===== src/rtl/rom_server_pkg.sv =====
// Shared types and constants for the byte-ROM responder.
// Holds FSM state encodings, the out-of-range fill byte and the default SRAM size.
package rom_server_pkg;

   typedef enum logic [1:0] {
      S_IDLE,
      S_ACCESS,
      S_ACK,
      S_RELEASE
   } state_t;

   localparam logic [7:0]  ROMSRV_OOR_BYTE = 8'hFF;
   localparam logic [21:0] ROMSRV_MEMWORDS = 22'h100000;

   function automatic logic [7:0] sel_byte(
      input logic [15:0] w,
      input logic        odd
   );
      return odd ? w[15:8] : w[7:0];
   endfunction

endpackage


===== src/rtl/rom_server_buf.sv =====
// One-word read buffer: tag/valid/word registers with hit compare.
// Ports: flush (invalidate), access (FSM in ACCESS), fill + fill_tag/fill_word
// (capture fetched word), look_tag (lookup), hit/word (lookup result).
module rom_server_buf (
   input  logic        clk,
   input  logic        rstn,
   input  logic        flush,
   input  logic        access,
   input  logic        fill,
   input  logic [20:0] fill_tag,
   input  logic [15:0] fill_word,
   input  logic [20:0] look_tag,
   output logic        hit,
   output logic [15:0] word
);

   logic        valid_q, valid_d;
   logic        fl_q, fl_d;
   logic [20:0] tag_q, tag_d;
   logic [15:0] word_q, word_d;

   always_ff @(posedge clk or negedge rstn) begin
      if (!rstn) begin
         valid_q <= 1'b0;
         fl_q    <= 1'b0;
         tag_q   <= '0;
         word_q  <= '0;
      end else begin
         valid_q <= valid_d;
         fl_q    <= fl_d;
         tag_q   <= tag_d;
         word_q  <= word_d;
      end
   end

   always_comb begin
      valid_d = valid_q;
      fl_d    = fl_q;
      tag_d   = tag_q;
      word_d  = word_q;
      // fl_q remembers a flush seen earlier in the current fetch
      if (access && flush) fl_d = 1'b1;
      if (fill) begin
         fl_d   = 1'b0;
         tag_d  = fill_tag;
         word_d = fill_word;
         if (!flush && !fl_q) valid_d = 1'b1;
      end
      if (flush) valid_d = 1'b0;
   end

   // a flush arriving with the request forces a miss
   assign hit  = valid_q && !flush && (tag_q == look_tag);
   assign word = word_q;

endmodule


===== src/rtl/rom_server.sv =====
// Byte-ROM responder serving 8-bit reads from 16-bit async SRAM with wait states.
// Ports: romaddr/romreq in, romdata/romack out, flush, memaddr/memdq/memce_n/memoe_n.
// Optional one-word read buffer enabled by ROMSRV_LINEBUF_EN.
module rom_server
   import rom_server_pkg::*;
#(
   parameter int unsigned WAIT     = 2,
   parameter logic [21:0] MEMWORDS = ROMSRV_MEMWORDS
) (
   input  logic        clk,
   input  logic        rstn,
   input  logic [21:0] romaddr,
   input  logic        romreq,
   output logic [7:0]  romdata,
   output logic        romack,
   input  logic        flush,
   output logic [20:0] memaddr,
   input  logic [15:0] memdq,
   output logic        memce_n,
   output logic        memoe_n
);

   state_t      state_q, state_d;
   logic        odd_q, odd_d;
   logic [3:0]  cnt_q, cnt_d;
   logic [7:0]  romdata_q, romdata_d;
   logic        romack_q, romack_d;
   logic [20:0] memaddr_q, memaddr_d;
   logic        stb_n_q, stb_n_d;

   logic        oor;
   logic        fill;
   logic        in_access;
   logic        buf_hit;
   logic [15:0] buf_word;

   assign oor       = {1'b0, romaddr} >= {MEMWORDS, 1'b0};
   assign in_access = (state_q == S_ACCESS);
   assign fill      = in_access && (cnt_q == 4'd0);

`ifdef ROMSRV_LINEBUF_EN
   rom_server_buf u_buf (
      .clk       (clk),
      .rstn      (rstn),
      .flush     (flush),
      .access    (in_access),
      .fill      (fill),
      .fill_tag  (memaddr_q),
      .fill_word (memdq),
      .look_tag  (romaddr[21:1]),
      .hit       (buf_hit),
      .word      (buf_word)
   );
`else
   logic unused_flush;
   assign unused_flush = flush;
   assign buf_hit      = 1'b0;
   assign buf_word     = 16'h0000;
`endif

   always_ff @(posedge clk or negedge rstn) begin
      if (!rstn) begin
         state_q   <= S_IDLE;
         odd_q     <= 1'b0;
         cnt_q     <= '0;
         romdata_q <= '0;
         romack_q  <= 1'b0;
         memaddr_q <= '0;
         stb_n_q   <= 1'b1;
      end else begin
         state_q   <= state_d;
         odd_q     <= odd_d;
         cnt_q     <= cnt_d;
         romdata_q <= romdata_d;
         romack_q  <= romack_d;
         memaddr_q <= memaddr_d;
         stb_n_q   <= stb_n_d;
      end
   end

   always_comb begin
      state_d   = state_q;
      odd_d     = odd_q;
      cnt_d     = cnt_q;
      romdata_d = romdata_q;
      romack_d  = 1'b0;
      memaddr_d = memaddr_q;
      stb_n_d   = stb_n_q;
      unique case (state_q)
         S_IDLE: begin
            if (romreq) begin
               odd_d = romaddr[0];
               if (oor) begin
                  state_d   = S_ACK;
                  romack_d  = 1'b1;
                  romdata_d = ROMSRV_OOR_BYTE;
               end else if (buf_hit) begin
                  state_d   = S_ACK;
                  romack_d  = 1'b1;
                  romdata_d = sel_byte(buf_word, romaddr[0]);
               end else begin
                  state_d   = S_ACCESS;
                  memaddr_d = romaddr[21:1];
                  stb_n_d   = 1'b0;
                  cnt_d     = 4'(WAIT);
               end
            end
         end
         S_ACCESS: begin
            if (cnt_q == 4'd0) begin
               state_d   = S_ACK;
               romack_d  = 1'b1;
               romdata_d = sel_byte(memdq, odd_q);
               stb_n_d   = 1'b1;
            end else begin
               cnt_d = cnt_q - 4'd1;
            end
         end
         S_ACK: state_d = S_RELEASE;
         S_RELEASE: begin
            if (!romreq) state_d = S_IDLE;
         end
         default: state_d = S_IDLE;
      endcase
   end

   assign romdata = romdata_q;
   assign romack  = romack_q;
   assign memaddr = memaddr_q;
   assign memce_n = stb_n_q;
   assign memoe_n = stb_n_q;

endmodule


===== config.mk =====
export PLATFORM = sky130hd
export DESIGN_NAME = rom_server
export DESIGN_NICKNAME = d
export VERILOG_FILES = /design/src/rtl/rom_server_pkg.sv /design/src/rtl/rom_server_buf.sv /design/src/rtl/rom_server.sv
export SDC_FILE = /design/constraint.sdc
export NUM_CORES = 1
export LEC_CHECK = 0
export ABC_AREA = 1
export BUFFER_PORTS_ARGS = -buffer_cell sky130_fd_sc_hd__buf_4
export CORE_MARGIN = 2
export CORE_UTILIZATION = 51
export DETAILED_ROUTE_END_ITERATION = 12
export HOLD_SLACK_MARGIN = 0.12
export PLACE_DENSITY = 0.84
export SLEW_MARGIN = 0
export SYNTH_ARGS = -nofsm -noshare
export SYNTH_HDL_FRONTEND = slang
export SYNTH_SLANG_ARGS = --single-unit

===== constraint.sdc =====
create_clock -name clk -period 3 [get_ports clk]
set_input_delay 0.45 -clock clk [delete_from_list [all_inputs] [get_ports clk]]
set_output_delay 0.45 -clock clk [all_outputs]
set_load 0.05 [all_outputs]

**Yosys cells after proc, flatten, opt, wreduce, memory -nomap -nowiden**

Cells that the tools add are included.
Widths: inputs -> output; s select.

- Bits in registers: 38
- Logic and storage cells: 50
- Input bits: 42
- Output and inout port bits: 32

- $add $sub $neg: 1
- Equality and inequality tests: 9
- Magnitude comparators: 1
- Reduce and logical (&&, ||, !) cells: 9
- Bitwise gates (word level): 1
- Multiplexer cells: 22

Operators by type and width:

| operator | count |
|---|---|
| $mux 8 | 4 |
| $ge 22x22->1 const B | 1 |
| $pmux 8 s2 | 1 |
| $mux 4 | 3 |
| $reduce_and 4->1 | 3 |
| $ne 2x2->1 const B | 5 |
| $mux 2 | 4 |
| $pmux 2 s4 | 1 |
| $pmux 4 s2 | 1 |
| $mux 1 | 6 |
| $reduce_and 3->1 | 2 |
| $eq 2x2->1 const B | 2 |
| $logic_not 4->1 | 1 |
| $pmux 1 s2 | 2 |
| $sub 4x1->4 const B | 1 |
| $eq 2x1->1 const B | 1 |
| $logic_not 2->1 | 1 |
| $ne 2x1->1 const B | 1 |
| $reduce_and 2->1 | 1 |
| $reduce_bool 2->1 | 1 |
| $not 1->1 | 1 |

**Longest topological paths before layout**

- Depth after elaboration: 4
- Depth in mapped cells: 9
- Gate-level depth less buffers: 8

**Worst setup path after synthesis**

OpenSTA, ideal clock, no wires.

- Kind: flip-flop to output port
- Start point: register stb_n_q, in the netlist memce_n
- End point: output memoe_n
- Slack: 1.622 ns
- Data required time: 2.550 ns
- Cell stages (with the launch flop): 2
- Path buffers: 1
- Data arrival time: 0.928 ns
- Cell sequence: dfstp_2 -> buf_4

RTL lines:

| item | line | text |
|---|---|---|
| start: declaration | rom_server.sv:29 | `logic stb_n_q, stb_n_d;` |
| start signal: assignment | rom_server.sv:77 | `stb_n_q <= stb_n_d;` |
| end: declaration | rom_server.sv:20 | `output logic memoe_n` |

No word-level cell between the ends.

**Final worst setup path**

- Start point: register state_q[1]
- End point: register romdata_q[6], in the netlist romdata[6]

- Word-level cells in the longest chain between the ends: 3
- Elaborated cells on any way between the ends: 8
- Those cells by class: eq/ne (4); mux (1); reduce/logical (3)

Ends and longest elaborated chain:

| item | line | text |
|---|---|---|
| start: declaration | rom_server.sv:23 | `state_t state_q, state_d;` |
| start signal: assignment | rom_server.sv:71 | `state_q <= state_d;` |
| $eq 2x1->1 or $logic_not 2->1 (tied branches) | rom_server.sv:89 | `unique case (state_q)` |
| $ne 2x1->1 (no line) (tied with other cells) | n/a |  |
| $reduce_and 4->1 (no line) | n/a |  |
| end signal: assignment | rom_server.sv:74 | `romdata_q <= romdata_d;` |
| end: declaration | rom_server.sv:26 | `logic [7:0] romdata_q, romdata_d;` |

Parallel ways exist; a longest one is shown, timed or not.
A chain may end at the register's enable or synchronous reset.

==> tab_implementation.tex <==
\begin{tabular}{lr}
\hline
Metric & Value \\
\hline
\multicolumn{2}{l}{\textbf{Run status}} \\
\quad Status & complete, no violations \\
\multicolumn{2}{l}{\textbf{Routing}} \\
\quad Remaining DRCs & 0 \\
\quad Routed WL & 3.97 mm \\
\quad Iteration-0 DRC Markers & $\sim$110 \\
\quad Routed wirelength normalized by instance count & 12.0 microns \\
\quad Antenna viol nets, final & 0 \\
\quad Average via count per standard cell & 4.74 \\
\quad Vias & 1575 \\
\quad Number of search-and-repair iterations in the first detailed-routing pass & 4 \\
\multicolumn{2}{l}{\textbf{STA}} \\
\quad Final setup violating endpoints & 0 \\
\quad Pins Over Slew Limit & 0 \\
\quad Worst Tran Pin Value & 0.581 ns \\
\quad Timing-limited maximum frequency & roughly 560 MHz \\
\quad Final hold violation count & 0 \\
\quad RSZ-0062 raised after global routing & false \\
\quad Max-Slew Margin vs Limit & between 60 and 70\% \\
\quad Final clock period utilization by the worst path & 59.8\% \\
\quad Setup TNS after final layout & 0 ns \\
\quad Crit path setup slack, layout & between 1 and 1.5 ns \\
\quad Skew final & 0.0129 ns \\
\quad Tmin final & 1.79 ns \\
\multicolumn{2}{l}{\textbf{Floorplanning}} \\
\quad Die Y & 63.2 microns \\
\quad I/O Pins & 74 \\
\quad Die span in x & between 60 and 70 microns \\
\quad Die Area & roughly 4000 sq um \\
\quad Row cnt & 21 \\
\quad Initial standard-cell utilization of the core & 53.2\% \\
\quad Core Area & 3360 sq um \\
\multicolumn{2}{l}{\textbf{Critical path}} \\
\quad Internal reg-to-reg setup slack & between 1 and 1.5 ns \\
\quad Worst Path Max Fanout & 16 \\
\quad R2R Path End & romdata[6] \\
\quad Startpoint type of the worst setup path & flip-flop \\
\quad Worst reg2reg path startpoint & state\_q[1] \\
\quad Critical Path Sink & romdata[6] \\
\quad Worst Path Arrival & 2.04 ns \\
\quad FF-to-FF path depth & 7 \\
\quad Worst setup path start & state\_q[1] \\
\quad Endpoint required time on the critical path & 3.25 ns \\
\quad Kind of capture point of the worst setup path & flip-flop \\
\quad Class of the most critical setup path & reg2reg \\
\multicolumn{2}{l}{\textbf{Synth}} \\
\quad Most common cell in the synthesized netlist & sky130\_fd\_sc\_hd\_\_nand2\_1 \\
\quad Share of the yosys chip area belonging to registers & a little over half \\
\quad Number of enable-type register cells in the synthesized netlist & 0 \\
\quad Post-synthesis area per instance & 8.39 sq um \\
\quad Fraction of post-synthesis cell area in the top cell type by area & approximately half \\
\quad Warning count from the yosys run & 0 \\
\quad Async set-or-reset flop fraction in the synthesized netlist & 100\% \\
\quad Synth area leader & sky130\_fd\_sc\_hd\_\_dfrtp\_1 \\
\quad Leading post-synthesis cells by cell area & sky130\_fd\_sc\_hd\_\_dfrtp\_1 52\%, sky130\_fd\_sc\_hd\_\_nand2\_1 22\%, sky130\_fd\_sc\_hd\_\_o21ai\_2 4.4\% \\
\quad Number of register bits inferred by synthesis & 38 \\
\quad Syn nets & 261 \\
\quad Most common library cells after synthesis & 103 x sky130\_fd\_sc\_hd\_\_nand2\_1, 37 x sky130\_fd\_sc\_hd\_\_dfrtp\_1, 10 x sky130\_fd\_sc\_hd\_\_a21oi\_1 \\
\quad Netlist area before placement & approximately 1800 sq um \\
\quad Post-synth top flop & sky130\_fd\_sc\_hd\_\_dfrtp\_1 \\
\quad Number of distinct library cells after synthesis & 21 \\
\quad Post-Synthesis Cells & $\sim$210 \\
\multicolumn{2}{l}{\textbf{Global route}} \\
\quad Largest net degree at the start of global routing & 39 \\
\quad Via count of the first global-routing pass & 1526 \\
\quad Total global routing track utilization & 21.4\% \\
\quad Overflow left after global routing & 0 \\
\quad Wire length of the first global-routing pass & 6.64 mm \\
\quad Initial antenna violation count & 0 \\
\multicolumn{2}{l}{\textbf{Pwr}} \\
\quad Post-layout total power & 0.00314 W \\
\quad Power density relative to cell area & 1300 nW/um\^{}2 \\
\quad Worst supply voltage drop on vdd & 0.000770 V \\
\quad Leakage power & 1.32 nW \\
\multicolumn{2}{l}{\textbf{Placement}} \\
\quad Worst-case setup slack after placement & 1.21 ns \\
\quad Post-DP HPWL & 2.92 mm \\
\quad Count of buffers from port buffering & slightly above 70 \\
\quad Gpl congestion & 0.780 \\
\quad Placement Cell Area & 2340 sq um \\
\multicolumn{2}{l}{\textbf{Clock tree}} \\
\quad Count of cells resized by post-cts repair & 0 \\
\quad CTS sink cnt & 38 \\
\quad Clock-pin slew on the worst setup and hold paths & between 0.1 and 0.15 ns \\
\quad CTS Root Buffer Type & sky130\_fd\_sc\_hd\_\_clkbuf\_4 \\
\quad Clock buffer count from CTS & 5 \\
\quad TritonCTS clock tree & built \\
\quad Clk buf depth & 2 \\
\quad Clock network latency to the later pin of the worst-skew pair & around 0.36 ns \\
\quad Depth of the CTS H-tree & 2 \\
\multicolumn{2}{l}{\textbf{Cells and area}} \\
\quad Area growth, synth to finish & 35.0\% \\
\quad Proportion of layout cells with a drive suffix above 1 & 35.3\% \\
\quad NumNets Final & roughly 330 \\
\quad Filler cell count & 292 \\
\quad Number of antenna diodes & 0 \\
\quad Layout Utilization & a little under three quarters \\
\quad Final design instance area without fill & 2410 sq um \\
\multicolumn{2}{l}{\textbf{Run}} \\
\quad Max-cap violation count & 0 \\
\multicolumn{2}{l}{\textbf{Min path}} \\
\quad Kind of path behind the tightest hold check & in2reg \\
\hline
\end{tabular}
==> critical path: stages, from the launching register on <==
cell,delay [ns]
sky130_fd_sc_hd__dfrtp_1,0.43
sky130_fd_sc_hd__inv_1,0.09
sky130_fd_sc_hd__ha_1,0.52
sky130_fd_sc_hd__nand2_1,0.17
sky130_fd_sc_hd__o21ai_2,0.12
sky130_fd_sc_hd__nand2_4,0.17
sky130_fd_sc_hd__nand2_1,0.12
sky130_fd_sc_hd__o21ai_2,0.05
==> metal layers <==
layer	vias up	track usage [%]	wire length, microns
met2	48	35.9	1970
met4	0	6.25	45
met3	4	8.21	261
met1	720	25.8	1690
li1	803	-	-
met5	-	0	0
==> sequential cells by signal (all words and copies together), names as in the netlist <==
register and cells:
memce_n 1, romack 1, odd_q 1, romdata 8, memaddr 21, cnt_q 4
state_q 2
==> metrics by stage <==
| stage | instances | hold slack (ns) |
|---|---|---|
| finish | 332 | 0.269 |
| CTS | 332 | 0.267 |
| global placement | 323 | 0.441 |
| detailed placement | 323 | 0.442 |
| floorplan | 213 | 0.154 |
| global route | 332 | 0.260 |
==> how the worst min path moves through the flow <==
stage	start	endpoint	slack (ns)	depth (start not counted)
final	romaddr[7]	memaddr[6]	0.27	3
after global placement	rstn	memaddr[5]	0.44	1
after global routing	romaddr[8]	memaddr[7]	0.26	3
after CTS	romaddr[4]	memaddr[3]	0.27	3
after floorplan	rstn	cnt_q[0]	0.15	0
after detailed placement	rstn	memaddr[1]	0.44	1
==> cells in the final DEF, fill, tap and decap left out, drive strengths merged <==
| cell type | synthesis | layout |
|---|---|---|
| a21oi | 10 | 10 |
| buf | 9 | 73 |
| clkbuf | 0 | 6 |
| clkinv | 0 | 1 |
| clkinvlp | 0 | 1 |
| dfrtp | 37 | 37 |
| dfstp | 1 | 1 |
| dlygate4sd3 | 0 | 1 |
| ha | 6 | 6 |
| inv | 11 | 11 |
| nand2 | 108 | 108 |
| nand3 | 7 | 7 |
| nand4 | 2 | 2 |
| nor2 | 5 | 5 |
| o21ai | 15 | 15 |
| or2 | 1 | 1 |
| xor2 | 1 | 1 |
==> power breakdown <==
part	total (W)	switching (W)	internal (W)	leakage [nW]
logic	0.00190	0.00133	0.000576	0.818
clock network	0.000293	0.000180	0.000113	0.0343
registers	0.000940	0.000170	0.000770	0.467
total	0.00314	0.00168	0.00146	1.32
==> cells by family after synthesis <==
logic type / after synthesis / share of synthesized area [%]
and+or+nand+nor: 123 / 27.9
AOI/OAI and AO/OA: 25 / 8.89
xor gates and xnor gates: 1 / 0.490
buffers and inverters: 20 / 5.32
DFF: 38 / 53.3
adders and majority gates: 6 / 4.20
==> cell type report <==
type | instances | area, sq um | area share (%)
Sequential cell | 38 | 952 | 39.5
Multi-Input combinational cell | 155 | 741 | 30.7
Timing Repair Buffer | 74 | 558 | 23.1
Tap cell | 46 | 57.6 | 2.38
Clock buffer | 6 | 51.3 | 2.13
Inverter | 11 | 41.3 | 1.71
Clock inverter | 2 | 12.5 | 0.518
==> what timing repair did <==
action                    in CTS  in global routing
buffers inserted               0                  0
hold endpoints to repair      37                  0
hold buffers                   1                  0
Power figures use the tool's default switching activity.
